$ cat config.mk
export PLATFORM = sky130hd
export DESIGN_NAME = mux_scan_sequencer
export DESIGN_NICKNAME = d
export VERILOG_FILES = /design/src/rtl/mux_scan_sequencer.sv
export SDC_FILE = /design/constraint.sdc
export NUM_CORES = 1
export LEC_CHECK = 0
export ABC_AREA = 1
export CAP_MARGIN = 0
export CORE_AREA = 4 4 64 66
export DETAILED_ROUTE_END_ITERATION = 8
export DIE_AREA = 0 0 68 70
export PLACE_DENSITY_LB_ADDON = 0.25
export SLEW_MARGIN = 20
export SYNTH_ARGS = -nofsm -noshare
export SYNTH_HDL_FRONTEND = slang
export SYNTH_SLANG_ARGS = --single-unit
$ cat constraint.sdc
create_clock -name clk -period 3.1 [get_ports clk]
set_clock_uncertainty 0.15 [all_clocks]
set_input_delay 0.31 -clock clk [delete_from_list [all_inputs] [get_ports clk]]
set_output_delay 0.31 -clock clk [all_outputs]
set_load 0.005 [all_outputs]
$ cat src/rtl/mux_scan_sequencer.sv
// Scan sequencer for a downstream 4:1 mux: steps through enabled channels,
// holds each for a dwell period, and captures y into a 4-bit frame per scan.
//
// state | meaning
// IDLE  | selects parked at 0, waiting for start
// HOLD  | holding a channel; capture y when the hold counter reaches 0
module mux_scan_sequencer #(
    parameter int DW = 8
) (
    input  logic          clk,
    input  logic          rst,
    input  logic          start,
    input  logic          stop,
    input  logic          cont,
    input  logic [3:0]    en_mask,
    input  logic [DW-1:0] dwell,
    input  logic          y,
    output logic          s0,
    output logic          s1,
    output logic [3:0]    sample,
    output logic          sample_valid,
    output logic          busy,
    output logic          err
);

    typedef enum logic {IDLE, HOLD} state_t;

    localparam logic [DW-1:0] one = DW'(1);

    state_t        state, state_nx;
    logic [1:0]    ch, ch_nx, sel, sel_nx;
    logic [DW-1:0] cnt, cnt_nx, dl, dl_nx, d_in;
    logic [3:0]    shadow, shadow_nx, mask_l, mask_nx, sample_nx, captured;
    logic          cont_l, cont_nx, valid_nx, err_nx;
    logic [1:0]    low_start, low_latched, above;
    logic          above_found;

    always_ff @(posedge clk or posedge rst) begin
        if (rst) begin
            state        <= IDLE;
            ch           <= '0;
            sel          <= '0;
            cnt          <= '0;
            dl           <= '0;
            shadow       <= '0;
            mask_l       <= '0;
            cont_l       <= 1'b0;
            sample       <= '0;
            sample_valid <= 1'b0;
            err          <= 1'b0;
        end else begin
            state        <= state_nx;
            ch           <= ch_nx;
            sel          <= sel_nx;
            cnt          <= cnt_nx;
            dl           <= dl_nx;
            shadow       <= shadow_nx;
            mask_l       <= mask_nx;
            cont_l       <= cont_nx;
            sample       <= sample_nx;
            sample_valid <= valid_nx;
            err          <= err_nx;
        end
    end

    assign s0   = sel[0];
    assign s1   = sel[1];
    assign busy = (state == HOLD);

    // Channel search helpers: lowest enabled channel and next enabled above ch
    always_comb begin
        low_start   = '0;
        low_latched = '0;
        above       = '0;
        above_found = 1'b0;
        for (int i = 3; i >= 0; i--) begin
            if (en_mask[i]) low_start = 2'(i);
            if (mask_l[i]) low_latched = 2'(i);
            if (mask_l[i] && (2'(i) > ch)) begin
                above       = 2'(i);
                above_found = 1'b1;
            end
        end
    end

    assign d_in     = (dwell == '0) ? one : dwell;
    assign captured = shadow | ({3'b000, y} << ch);

    always_comb begin
        state_nx  = state;
        ch_nx     = ch;
        sel_nx    = sel;
        cnt_nx    = cnt;
        dl_nx     = dl;
        shadow_nx = shadow;
        mask_nx   = mask_l;
        cont_nx   = cont_l;
        sample_nx = sample;
        valid_nx  = 1'b0;
        err_nx    = 1'b0;
        case (state)
            IDLE: begin
                if (start && !stop) begin
                    if (en_mask == 4'b0000) begin
                        err_nx = 1'b1;
                    end else begin
                        mask_nx   = en_mask;
                        cont_nx   = cont;
                        dl_nx     = d_in;
                        shadow_nx = '0;
                        ch_nx     = low_start;
                        sel_nx    = low_start;
                        cnt_nx    = d_in - one;
                        state_nx  = HOLD;
                    end
                end
            end
            HOLD: begin
                if (stop) begin
                    state_nx  = IDLE;
                    sel_nx    = '0;
                    shadow_nx = '0;
                end else if (cnt != '0) begin
                    cnt_nx = cnt - one;
                end else if (above_found) begin
                    ch_nx     = above;
                    sel_nx    = above;
                    shadow_nx = captured;
                    cnt_nx    = dl - one;
                end else begin
                    // Frame complete: publish, then either rescan or park
                    sample_nx = captured;
                    valid_nx  = 1'b1;
                    shadow_nx = '0;
                    if (cont_l) begin
                        ch_nx  = low_latched;
                        sel_nx = low_latched;
                        cnt_nx = dl - one;
                    end else begin
                        state_nx = IDLE;
                        sel_nx   = '0;
                    end
                end
            end
            default: state_nx = IDLE;
        endcase
    end

endmodule

# Yosys cells after proc, flatten, opt, wreduce, memory -nomap -nowiden
# Index checks and enable logic that the tools add are counted.
[totals]
reg_bits = 36
latch_bits = 0
ramBits = 0
mem_bits_ro = 0
in_bits = 18
out_inout_bits = 9
mem_count = 0
[classes]
n_addsub = 3
n_mul = 0
div_mod_pow = 0
magnitude_cmp = 4
n_eq_ne = 7
shift = 1
muxes = 56
bitwise_logic = 6
reduce_logical = 14
[op_table]
columns = ["operator", "n"]
rows = [
  ["$mux W8", 7],
  ["$mux W2", 22],
  ["$sub A8 B1 Y8 const B", 3],
  ["$mux W4", 5],
  ["$mux W1", 17],
  ["$pmux W8 S2", 1],
  ["$logic_not A8 Y1", 1],
  ["$ne A2 B2 Y1 const B", 4],
  ["$pmux W2 S2", 2],
  ["$pmux W4 S2", 1],
  ["$reduce_and A4 Y1", 2],
  ["$reduce_bool A8 Y1", 1],
  ["$reduce_and A3 Y1", 2],
  ["$logic_and A1 B1 Y1", 5],
  ["$not A1 Y1", 5],
  ["$reduce_and A5 Y1", 1],
  ["$gt A1 B2 Y1 const A", 2],
  ["$gt A2 B2 Y1 const A", 2],
  ["$logic_not A4 Y1", 1],
  ["$ne A4 B1 Y1 const B", 1],
  ["$or A4 B4 Y4", 1],
  ["$shl A1 B2 Y4", 1],
  ["$ne A3 B1 Y1 const B", 1],
  ["$ne A3 B3 Y1 const B", 1],
  ["other kinds (2)", 2],
]

# Logic depth before layout (Yosys ltp)
# Gate-level depths: netlist (run 1).
[logic_depth]
ltp_word = 10
ltp_mapped = 13
depth_no_buf = 13

# Worst setup path before layout (run 1)
# Ideal clock, no wire load.
[synth_path]
path_kind = "register to register"
startpoint = "register cnt[6]"
endpoint = "register cnt[6]"
arrival_time_ps = 1515
required_time_ps = 2833
slack_ps = 1317
path_stages_with_launch = 14
path_buffers = 0
synth_period_minus_slack_ps = 1783
path_cell_list = "dfrtp_1 > nor2_1 > nand2_2 > nor2_4 > nand2_1 > nand2_1 > nand2_1 > ha_1 > nand2_1 > nor2_2 > nand2_1 > nand2_1 > nand3_1 > nand2_1"
[synth_between]
elab_chain_cells = 4
[synth_rtl]
columns = ["item", "line", "rtl"]
rows = [
  ["from (decl)", "32", "logic [DW-1:0] cnt, cnt_nx, dl, dl_nx, d_in;"],
  ["from (signal assigned)", "55", "cnt <= cnt_nx;"],
  ["$sub A8 B1 Y8 or $reduce_bool A8 Y1 (tied branches)", "124, 123", ""],
  ["$mux W8", "123", "end else if (cnt != '0) begin"],
  ["$mux W8", "119", "if (stop) begin"],
  ["$pmux W8 S2", "101", "case (state)"],
]
# Several ways; a longest one is shown, not always the timed one. The select of a mux whose other input is x is not followed.
# A chain may end at the register's enable or synchronous reset.

# Final worst setup path (run 1)
[layout_path]
startpoint = "register state (netlist: busy)"
endpoint = "register cnt[6]"
[layout_between]
elab_chain_cells = 3
[layout_rtl]
columns = ["item", "line", "rtl"]
rows = [
  ["from (decl)", "30", "state_t state, state_nx;"],
  ["from (signal assigned)", "52", "state <= state_nx;"],
  ["$not A1 Y1 (no source line)", "--", ""],
  ["$ne A2 B2 Y1 (no source line)", "--", ""],
  ["$reduce_and A4 Y1 (no source line)", "--", ""],
]
# Several ways; a longest one is shown, not always the timed one.

==> results of run 1 <==
-- power by group through the flow --
stage | clock network (µW) | logic, µW | registers (µW)
after CTS | 270 | 392 | 622
after detailed placement | 0 | 387 | 632
after global routing | 295 | 444 | 638
after floorplan | 0 | 286 | 611
final | 267 | 390 | 623
after global placement | 0 | 377 | 629
-- per-stage QoR --
step           utilization  power [µW]
3_3_place_gp         0.635        1010
4_1_cts              0.652        1280
5_1_grt              0.652        1380
2_1_floorplan            -         898
6_report             0.652        1280
3_5_place_dp         0.635        1020
-- layout by cell type (no fill, tap or decap) --
master,n
sky130_fd_sc_hd__nand2_1,84
sky130_fd_sc_hd__dfrtp_1,36
sky130_fd_sc_hd__inv_1,27
sky130_fd_sc_hd__clkdlybuf4s50_1,26
sky130_fd_sc_hd__nor2_1,24
sky130_fd_sc_hd__o21ai_0,22
sky130_fd_sc_hd__nand3_1,15
sky130_fd_sc_hd__inv_2,5
sky130_fd_sc_hd__nand2_2,5
sky130_fd_sc_hd__clkbuf_4,5
sky130_fd_sc_hd__nor3_1,4
sky130_fd_sc_hd__nor2_2,4
sky130_fd_sc_hd__nand4_1,4
sky130_fd_sc_hd__a21oi_1,3
sky130_fd_sc_hd__o21ai_1,3
sky130_fd_sc_hd__o22a_1,3
sky130_fd_sc_hd__buf_4,3
sky130_fd_sc_hd__nand3_2,2
sky130_fd_sc_hd__clkinv_2,2
sky130_fd_sc_hd__o21ai_4,1
sky130_fd_sc_hd__nand3_4,1
sky130_fd_sc_hd__nor3_4,1
sky130_fd_sc_hd__nor2_4,1
sky130_fd_sc_hd__or2_2,1
sky130_fd_sc_hd__xnor2_1,1
sky130_fd_sc_hd__or2_1,1
sky130_fd_sc_hd__a21oi_2,1
sky130_fd_sc_hd__o21bai_1,1
sky130_fd_sc_hd__o21a_1,1
sky130_fd_sc_hd__o31ai_1,1
sky130_fd_sc_hd__a31oi_1,1
sky130_fd_sc_hd__o22ai_1,1
sky130_fd_sc_hd__ha_1,1
sky130_fd_sc_hd__clkbuf_8,1
-- registers in the layout, indices dropped and copies added, names as in the netlist --
| register | flops |
|---|---|
| dl | 8 |
| err | 1 |
| sample | 4 |
| mask_l | 4 |
| sel | 2 |
| ch | 2 |
| cnt | 8 |
| sample_valid | 1 |
| shadow | 4 |
| cont_l | 1 |
| busy | 1 |
-- per-layer routing --
layer	vias up	GRT usage	wire, µm
met5	-	0	0
met4	0	0.0773	57
met3	7	0.0466	261
met2	45	0.319	2100
met1	832	0.286	2020
li1	897	-	-
-- final timing paths --
path / startpoint / end / slack, ns
max: busy / cnt[6] / 0.93
min: rst / cnt[0] / 0.27
max reg2reg: busy / cnt[6] / 0.93
min reg2reg: sample[1] / sample[1] / 0.34
max in group asynchronous: rst / cnt[6] / 1.90
min in group clk: sample[1] / sample[1] / 0.34
-- cells by family (layout without fill, tap and decap cells) --
family / after synthesis / after routing / synth area share
adders and majority gates: 1 / 1 / 0.00637
buffers and inverters: 37 / 69 / 0.0790
AOI/OAI and AO/OA: 38 / 38 / 0.115
and+or+nand+nor: 147 / 147 / 0.336
xor gates and xnor gates: 1 / 1 / 0.00446
DFF: 36 / 36 / 0.459
-- worst max-delay path: stages, from the launching register on --
cell and delay [ns]:
sky130_fd_sc_hd__dfrtp_1 0.67, sky130_fd_sc_hd__inv_2 0.25, sky130_fd_sc_hd__nor2_1 0.14, sky130_fd_sc_hd__nand2_1 0.07, sky130_fd_sc_hd__nand2_1 0.11, sky130_fd_sc_hd__ha_1 0.22, sky130_fd_sc_hd__nand2_1 0.08, sky130_fd_sc_hd__nor2_2 0.16
sky130_fd_sc_hd__nand3_1 0.09, sky130_fd_sc_hd__nand3_1 0.09, sky130_fd_sc_hd__nand2_1 0.05
-- area by class of cell --
class | count | area, µm² | area share
clock inverter | 2 | 10.0 | 0.00429
tap | 48 | 60.1 | 0.0258
sequential | 36 | 901 | 0.386
inverter | 32 | 120 | 0.0515
clock buffer | 6 | 51.3 | 0.0220
timing repair buffer | 29 | 283 | 0.121
multi-input combinational | 187 | 907 | 0.389
==> metrics.md, run 1 <==
| Metric | Value |
|---|---|
| Sum of negative setup slack | `0 ns` |
| Final #Nets | `310` |
| Final-report setup violation count | `0` |
| Area of the die | `4760 µm²` |
| Number of nets produced by synthesis | `279` |
| Synth Instances | `260` |
| Total clock sinks | `36` |
| Max-cap viol count | `0` |
| Routed vias | `1,781` |
| Post-synth top cells | `84 x sky130_fd_sc_hd__nand2_1, 36 x sky130_fd_sc_hd__dfrtp_1, 27 x sky130_fd_sc_hd__inv_1` |
| Clock share of power | `0.209` |
| Clock tree root buffer cell | `sky130_fd_sc_hd__clkbuf_4` |
| Logic pwr share | `0.305` |
| Number of failing hold endpoints at the final stage | `0` |
| Number of buffers on the longest clock path | `2` |
| Total standard cell area after synthesis | `1960 µm²` |
| Skew-Pair Late Insertion Delay | `0.34 ns` |
| Transition time of the tightest slew-check pin | `0.801 ns` |
| Routed wire length per instance | `13.0 µm` |
| Placed insts | `332` |
| Internal power | `815 µW` |
| CTS hold repair buffers | `0` |
| Result of the run | `complete, no violations` |
| Data arrival time of the critical path | `2.26 ns` |
| Number of buffers added by the clock tree synthesis step | `5` |
| Number of enable-type register cells in the synthesized netlist | `0` |
| Cell type with the highest aggregate area in the netlist | `sky130_fd_sc_hd__dfrtp_1` |
| Primary FF master, synth | `sky130_fd_sc_hd__dfrtp_1` |
| Final worst slack | `0.933 ns` |
| Top cell type's share of synthesized area | `0.459` |
| Number of max-slew violations in the final report | `0` |
| Buffers added on ports | `26` |
| Cell row count | `22` |
| Dominant cell by count in the synthesized netlist | `sky130_fd_sc_hd__nand2_1` |
| Number of storage elements in the synthesis netlist | `36` |
| Cell variety after synth | `33` |
| Global route overflow | `0` |
| Worst min-delay path class | `input pin to asynchronous set/reset pin` |
| Part of the total power dissipated in sequential elements | `0.486` |
| PwrDens | `549 nW/µm²` |
| Unrepaired setup endpoints after global routing | `false` |
| Gates resized, CTS repair | `0` |
| Clock tree from TritonCTS | `built` |
| Fraction of layout cells with a size suffix above 1 | `0.113` |
| GRT Total Usage | `0.209` |
| Fmax | `461 MHz` |
| Vias per Instance | `5.24` |
| Static power due to leakage | `0.00114 µW` |
| Vias in the first global route | `1,695` |
| Worst reg2reg path depth | `10` |
| Placed inst area | `2270 µm²` |
| Synthesis Warnings | `0` |
| Post-CTS setup buffer count | `0` |
| Critical path class | `register to register` |
| Seq/Total Area, Yosys | `0.459` |
| CP startpoint kind | `register` |
| Post-DP HPWL | `3290 µm` |
| Area of the placeable core | `3580 µm²` |
| Most area-consuming cells after synthesis | `sky130_fd_sc_hd__dfrtp_1 46%, sky130_fd_sc_hd__nand2_1 16%, sky130_fd_sc_hd__o21ai_0 5.6%` |
| Required time of the worst setup path | `3.19 ns` |
| Clock input transition at the sequential cells of the worst setup and hold paths | `0.11 ns` |
| Die outline height | `70 µm` |
| Die width | `68 µm` |
| Summed area of non-filler cells in the final layout | `2330 µm²` |
| Iteration-0 DRC Markers | `94` |
| Maximum net fanout on the critical path | `15` |
| Fin Hold WS | `0.266 ns` |
| Switching power total | `466 µW` |
| First-pass GRT wire length | `7670 µm` |
| Pre-CTS setup slack | `0.791 ns` |
| Max_slew headroom | `0.465` |
| Remaining DRCs | `0` |
| Net switching share of the total power | `0.364` |
| I/O pin count | `27` |
| Number of fillers in the final layout | `349` |
| Share of synthesized flip-flops with an asynchronous set or reset | `1.00` |
| Total Routed Length | `4440 µm` |
| H-tree levels | `2` |
| Diode count | `0` |
| Effective utilization at floorplan | `0.549` |
| Pin count of the biggest net entering global routing | `22` |
| GPL Wtd Cong | `0.931` |
| Number of iterations in the first detailed-routing pass | `4` |
| CP endpoint kind | `register` |
| Final standard cell count with taps included and fillers excluded | `340` |
| Final antenna-violating net count | `0` |
| Crit path time final | `2.17 ns` |
| Peak supply drop | `314 µV` |
| Final worst path period share | `0.699` |
| Post-Syn Area per Cell | `7.55 µm²` |
| Area growth from synthesis to layout | `18.8%` |
| Initial antenna violation count | `0` |
(Power assumes the default switching activity.)
==> inputs of run 2 (changes only) <==
--- a/config.mk
+++ b/config.mk
@@ -7,9 +7,9 @@
 export LEC_CHECK = 0
 export ABC_AREA = 1
 export CAP_MARGIN = 0
-export CORE_AREA = 4 4 64 66
+export CORE_AREA = 4 4 66 68
 export DETAILED_ROUTE_END_ITERATION = 8
-export DIE_AREA = 0 0 68 70
+export DIE_AREA = 0 0 70 72
 export PLACE_DENSITY_LB_ADDON = 0.25
 export SLEW_MARGIN = 20
 export SYNTH_ARGS = -nofsm -noshare
==> constraint.sdc (replaced) <==
create_clock -name clk -period 2.14 [get_ports clk]
set_clock_uncertainty 0.15 [all_clocks]
set_input_delay 0.214 -clock clk [delete_from_list [all_inputs] [get_ports clk]]
set_output_delay 0.214 -clock clk [all_outputs]
set_load 0.005 [all_outputs]
==> metrics.md, run 2 (synthesis results as in run 1) <==
| Metric | Value |
|---|---|
| GRT Total Usage | `0.195 (-0.0138)` |
| CP endpoint kind | `register` |
| Reg-to-reg startpoint | `cnt[2]` |
| Number of max-slew violations in the final report | `0 (unchanged)` |
| CTS hold repair buffers | `0 (unchanged)` |
| Data arrival time of the critical path | `1.98 ns (-0.28 ns)` |
| Vias per Instance | `5.01 (-4.3%)` |
| Cell row count | `23 (+4.5%)` |
| Critical path class | `register to register` |
| Die outline height | `72 µm (+2.9%)` |
| Number of iterations in the first detailed-routing pass | `4 (unchanged)` |
| Die width | `70 µm (+2.9%)` |
| Post-CTS setup buffer count | `0 (unchanged)` |
| Max-cap viol count | `0 (unchanged)` |
| Clock input transition at the sequential cells of the worst setup and hold paths | `0.07 ns (-0.04 ns)` |
| Fin Hold WS | `0.187 ns (-0.0787 ns)` |
| Final antenna-violating net count | `0 (unchanged)` |
| GPL Wtd Cong | `0.837 (-10%)` |
| Total clock sinks | `36 (unchanged)` |
| Maximum net fanout on the critical path | `5 (-10)` |
| I/O pin count | `27 (unchanged)` |
| Number of failing hold endpoints at the final stage | `0 (unchanged)` |
| Transition time of the tightest slew-check pin | `0.462 ns (-0.339 ns)` |
| Max_slew headroom | `0.692 (+0.227)` |
| Final standard cell count with taps included and fillers excluded | `349 (+2.6%)` |
| Diode count | `0 (unchanged)` |
| Result of the run | `complete, no violations` |
| Sum of negative setup slack | `0 ns (unchanged)` |
| Fmax | `515 MHz (+12%)` |
| Total Routed Length | `4370 µm (-1.5%)` |
| Final #Nets | `317 (+2.3%)` |
| Number of buffers added by the clock tree synthesis step | `5 (unchanged)` |
| CP startpoint kind | `register` |
| Fraction of layout cells with a size suffix above 1 | `0.134 (+0.0208)` |
| Pin count of the biggest net entering global routing | `37 (+68%)` |
| Number of fillers in the final layout | `363 (+4.0%)` |
| Iteration-0 DRC Markers | `123 (+31%)` |
| End-of-flow core utilization | `0.627 (-0.0246)` |
| Vias in the first global route | `1,667 (-1.7%)` |
| Regs by FF count | `cnt x8, dl x8` |
| Area of the placeable core | `3860 µm² (+7.8%)` |
| Final worst path period share | `0.908 (+0.209)` |
| Clock tree root buffer cell | `sky130_fd_sc_hd__clkbuf_8` |
| First-pass GRT wire length | `7640 µm (-0.44%)` |
| Required time of the worst setup path | `2.18 ns (-1.01 ns)` |
| Global route overflow | `0 (unchanged)` |
| PwrDens | `815 nW/µm² (+48%)` |
| Gates resized, CTS repair | `0 (unchanged)` |
| Clock tree from TritonCTS | `built` |
| Effective utilization at floorplan | `0.509 (-0.0395)` |
| Reg-to-reg slack, setup | `0.20 ns (-0.74 ns)` |
| Crit path time final | `1.94 ns (-0.225 ns)` |
| Static power due to leakage | `0.00119 µW (+4.3%)` |
| Unrepaired setup endpoints after global routing | `false` |
| Worst min-delay path class | `input pin to asynchronous set/reset pin` |
| Final-report setup violation count | `0 (unchanged)` |
| Remaining DRCs | `0 (unchanged)` |
| Area growth from synthesis to layout | `23.2%` |
| Number of buffers on the longest clock path | `2 (unchanged)` |
| Area of the die | `5040 µm² (+5.9%)` |
| Routed vias | `1,750 (-1.7%)` |
| Skew-Pair Late Insertion Delay | `0.29 ns (-0.05 ns)` |
| Total power draw | `1970 µW (+54%)` |
| Initial antenna violation count | `0 (unchanged)` |
| Capture point of the worst reg-to-reg path | `cnt[6]` |
| Post-DP HPWL | `3260 µm (-0.94%)` |
| Placed insts | `339 (+2.1%)` |
| Worst reg2reg path depth | `13 (+3)` |
| Most frequent standard cell in the layout excluding fill and tap cells | `sky130_fd_sc_hd__nand2_1` |
| Buffers added on ports | `26 (unchanged)` |
| Peak supply drop | `457 µV (+45%)` |
| H-tree levels | `2 (unchanged)` |
| Highest-count cells in the layout ignoring fill and taps | `84 x sky130_fd_sc_hd__nand2_1, 36 x sky130_fd_sc_hd__dfrtp_1, 27 x sky130_fd_sc_hd__inv_1` |
| Routed wire length per instance | `12.5 µm (-4.1%)` |
==> run 2: where the power goes <==
group	internal (µW)	leakage, µW	switching [µW]
Combinational	234	0.000680	345
Sequential	804	0.000457	92.7
Clock	257	0.0000510	240
Total	1290	0.00119	677
==> run 2: area by class of cell <==
cell class,count,area [µm²],area share
clock inverters,2,10.0,0.00414
repair buffers,36,335,0.139
clock buffers,6,82.6,0.0341
flip-flops and latches,36,901,0.372
well taps,50,62.6,0.0259
inverters,32,120,0.0497
multi-input cells,187,907,0.375
==> run 2: worst max-delay path by stage <==
stage	from	cells past startpoint	endpoint
3_5_place_dp	dwell[7]	12	cnt[6]
6_report	cnt[2]	13	cnt[6]
3_3_place_gp	dwell[1]	12	cnt[6]
2_1_floorplan	cnt[6]	13	cnt[6]
5_1_grt	cnt[2]	13	cnt[6]
4_1_cts	cnt[2]	13	cnt[6]
==> run 2: metal layers <==
metal | up-vias | GRT usage | wire (µm)
met5 | - | 0 | 0
met4 | 0 | 0.0872 | 93
met3 | 9 | 0.0416 | 197
met2 | 37 | 0.300 | 1980
met1 | 803 | 0.268 | 2100
li1 | 901 | - | -
==> run 2: worst max-delay path: stages (launching register included) <==
cell and delay [ns]:
sky130_fd_sc_hd__dfrtp_1 0.40, sky130_fd_sc_hd__nor2_1 0.13, sky130_fd_sc_hd__nand2_1 0.15, sky130_fd_sc_hd__nor2_4 0.19
sky130_fd_sc_hd__nand2_1 0.06, sky130_fd_sc_hd__nand2_1 0.05, sky130_fd_sc_hd__nand2_1 0.10, sky130_fd_sc_hd__ha_1 0.26
sky130_fd_sc_hd__nand2_1 0.09, sky130_fd_sc_hd__nor2_2 0.05, sky130_fd_sc_hd__nand2_1 0.05, sky130_fd_sc_hd__nand2_1 0.05
sky130_fd_sc_hd__nand3_1 0.06, sky130_fd_sc_hd__nand2_1 0.05
==> run 2: through the flow <==
stage / setup slack [ns] / area [µm²]
floorplan: 0.357 / 1960
global placement: 0.132 / 2310
detailed placement: 0.00981 / 2310
CTS: 0.193 / 2400
global route: 0.00181 / 2420
finish: 0.198 / 2420
==> inputs of run 3 (changes only) <==
--- a/config.mk
+++ b/config.mk
@@ -7,9 +7,9 @@
 export LEC_CHECK = 0
 export ABC_AREA = 1
 export CAP_MARGIN = 0
-export CORE_AREA = 4 4 66 68
+export CORE_AREA = 3 3 65 67
 export DETAILED_ROUTE_END_ITERATION = 8
-export DIE_AREA = 0 0 70 72
+export DIE_AREA = 0 0 68 70
 export PLACE_DENSITY_LB_ADDON = 0.25
 export SLEW_MARGIN = 20
 export SYNTH_ARGS = -nofsm -noshare
==> metrics.md, run 3 (synthesis results as in run 1) <==
| Metric | Value |
|---|---|
| Result of the run | `complete, no violations` |
| Clock share of power | `0.255 (+0.003)` |
| Area of the die | `4760 µm² (-5.6%)` |
| Max_slew headroom | `0.703 (+0.0108)` |
| CP endpoint kind | `register` |
| Remaining DRCs | `0 (unchanged)` |
| Required time of the worst setup path | `2.18 ns (about the same)` |
| Die width | `68 µm (-2.9%)` |
| Static power due to leakage | `0.00118 µW (-0.62%)` |
| Part of the total power dissipated in sequential elements | `0.453 (-0.002)` |
| Highest-count cells in the layout ignoring fill and taps | `84 x sky130_fd_sc_hd__nand2_1, 36 x sky130_fd_sc_hd__dfrtp_1, 27 x sky130_fd_sc_hd__inv_1` |
| Final-report setup violation count | `0 (unchanged)` |
| Fraction of layout cells with a size suffix above 1 | `0.130 (-0.00334)` |
| Fin Hold WS | `0.177 ns (-0.0101 ns)` |
| Initial antenna violation count | `0 (unchanged)` |
| Number of failing hold endpoints at the final stage | `0 (unchanged)` |
| Transition time of the tightest slew-check pin | `0.446 ns (-0.0163 ns)` |
| Die outline height | `70 µm (-2.8%)` |
| Data arrival time of the critical path | `2.01 ns (+0.03 ns)` |
| Logic pwr share | `0.292 (-0.002)` |
| Total Routed Length | `4360 µm (-0.14%)` |
| Final #Nets | `317 (unchanged)` |
| Number of buffers added by the clock tree synthesis step | `5 (unchanged)` |
| Critical path class | `register to register` |
| Number of max-slew violations in the final report | `0 (unchanged)` |
| Vias in the first global route | `1,729 (+3.7%)` |
| Gates resized, CTS repair | `0 (unchanged)` |
| GPL Wtd Cong | `0.843 (+0.70%)` |
| Fmax | `506 MHz (-1.7%)` |
| GRT Total Usage | `0.210 (+0.0142)` |
| Summed area of non-filler cells in the final layout | `2420 µm² (about the same)` |
| Routed wire length per instance | `12.6 µm (+0.44%)` |
| Worst min-delay path class | `input pin to asynchronous set/reset pin` |
| I/O pin count | `27 (unchanged)` |
| Total clock sinks | `36 (unchanged)` |
| Final antenna-violating net count | `0 (unchanged)` |
| Cell row count | `22 (-4.3%)` |
| Unrepaired setup endpoints after global routing | `false` |
| Crit path time final | `1.98 ns (+0.0337 ns)` |
| Post-DP HPWL | `3230 µm (-0.84%)` |
| Iteration-0 DRC Markers | `144 (+17%)` |
| Sum of negative setup slack | `0 ns (unchanged)` |
| Clock tree from TritonCTS | `built` |
| Placed inst area | `2320 µm² (+0.54%)` |
| Buffers added on ports | `26 (unchanged)` |
| Max-cap viol count | `0 (unchanged)` |
| Area of the placeable core | `3690 µm² (-4.3%)` |
| Number of buffers on the longest clock path | `2 (unchanged)` |
| Most frequent standard cell in the layout excluding fill and tap cells | `sky130_fd_sc_hd__nand2_1` |
| Regs by FF count | `cnt x8, dl x8` |
| Diode count | `0 (unchanged)` |
| Switching power total | `688 µW (+1.5%)` |
| Maximum net fanout on the critical path | `6 (+1)` |
| CP startpoint kind | `register` |
| Clock tree root buffer cell | `sky130_fd_sc_hd__clkbuf_8` |
| Global route overflow | `0 (unchanged)` |
| Post-CTS setup buffer count | `0 (unchanged)` |
| Area growth from synthesis to layout | `23.1% (about the same)` |
| Final worst path period share | `0.923 (+0.0157)` |
| Effective utilization at floorplan | `0.532 (+0.0231)` |
| Internal power | `1300 µW (+0.42%)` |
| Pin count of the biggest net entering global routing | `37 (unchanged)` |
| First-pass GRT wire length | `7600 µm (-0.46%)` |
| Skew-Pair Late Insertion Delay | `0.29 ns (about the same)` |
| Net switching share of the total power | `0.346 (+0.00248)` |
| PwrDens | `822 nW/µm² (+0.86%)` |
| Clock input transition at the sequential cells of the worst setup and hold paths | `0.07 ns (about the same)` |
| Vias per Instance | `5.13 (+2.3%)` |
| Routed vias | `1,780 (+1.7%)` |
| CTS hold repair buffers | `0 (unchanged)` |
| H-tree levels | `2 (unchanged)` |
| Peak supply drop | `547 µV (+20%)` |
| Number of iterations in the first detailed-routing pass | `4 (unchanged)` |
## run 3: routing by layer
| metal | share of wire | global-route usage | vias to the layer above | routed length (µm) |
|---|---|---|---|---|
| met1 | 0.46 | 0.284 | 812 | 2010 |
| met2 | 0.46 | 0.318 | 56 | 2010 |
| met5 | 0 | 0 | - | 0 |
| met3 | 0.062 | 0.0514 | 8 | 269 |
| met4 | 0.016 | 0.0817 | 0 | 68 |
| li1 | - | - | 904 | - |
## run 3: final timing paths
kind,start,end,slack (ns),cells after the start
hold reg to reg,sample[2],sample[2],0.33,2
setup reg to reg,cnt[6],cnt[6],0.16,13
setup / recovery,cnt[6],cnt[6],0.16,13
min in group clk,sample[2],sample[2],0.33,2
max in group asynchronous,rst,busy,1.35,3
hold / removal,rst,sample[0],0.18,3
## run 3: final cells by class
type                       instances  area, µm²
fill                             329       1270
timing repair buffer              36        335
sequential                        36        901
tap                               48       60.1
inverter                          32        120
clock inverter                     1       7.51
multi-input combinational        187        907
clock buffer                       7       86.3
## run 3: through the flow
stage / cells / util / power [µW] / worst slack [ns]
detailed placement: 339 / 0.630 / 1490 / 0.0381
floorplan: 260 / - / 1300 / 0.357
CTS: 347 / 0.655 / 2000 / 0.155
finish: 347 / 0.655 / 1990 / 0.164
global route: 347 / 0.655 / 2130 / 0.00942
global placement: 339 / 0.630 / 1470 / 0.140
## run 3: critical path, cell delays in order (launching register included)
cell	delay, ns
sky130_fd_sc_hd__dfrtp_1	0.40
sky130_fd_sc_hd__nor2_1	0.15
sky130_fd_sc_hd__nand2_2	0.12
sky130_fd_sc_hd__nor2_4	0.21
sky130_fd_sc_hd__nand2_1	0.08
sky130_fd_sc_hd__nand2_1	0.07
sky130_fd_sc_hd__nand2_1	0.09
sky130_fd_sc_hd__ha_1	0.24
sky130_fd_sc_hd__nand2_1	0.09
sky130_fd_sc_hd__nor2_2	0.06
sky130_fd_sc_hd__nand2_1	0.05
sky130_fd_sc_hd__nand2_1	0.05
sky130_fd_sc_hd__nand3_1	0.06
sky130_fd_sc_hd__nand2_1	0.05
## run 3: power groups by stage
| stage | combinational [µW] | clock [µW] | sequential (µW) |
|---|---|---|---|
| 2_1_floorplan | 415 | 0 | 886 |
| 3_3_place_gp | 563 | 0 | 908 |
| 3_5_place_dp | 578 | 0 | 912 |
| 4_1_cts | 582 | 520 | 899 |
| 5_1_grt | 665 | 549 | 918 |
| 6_report | 580 | 507 | 900 |
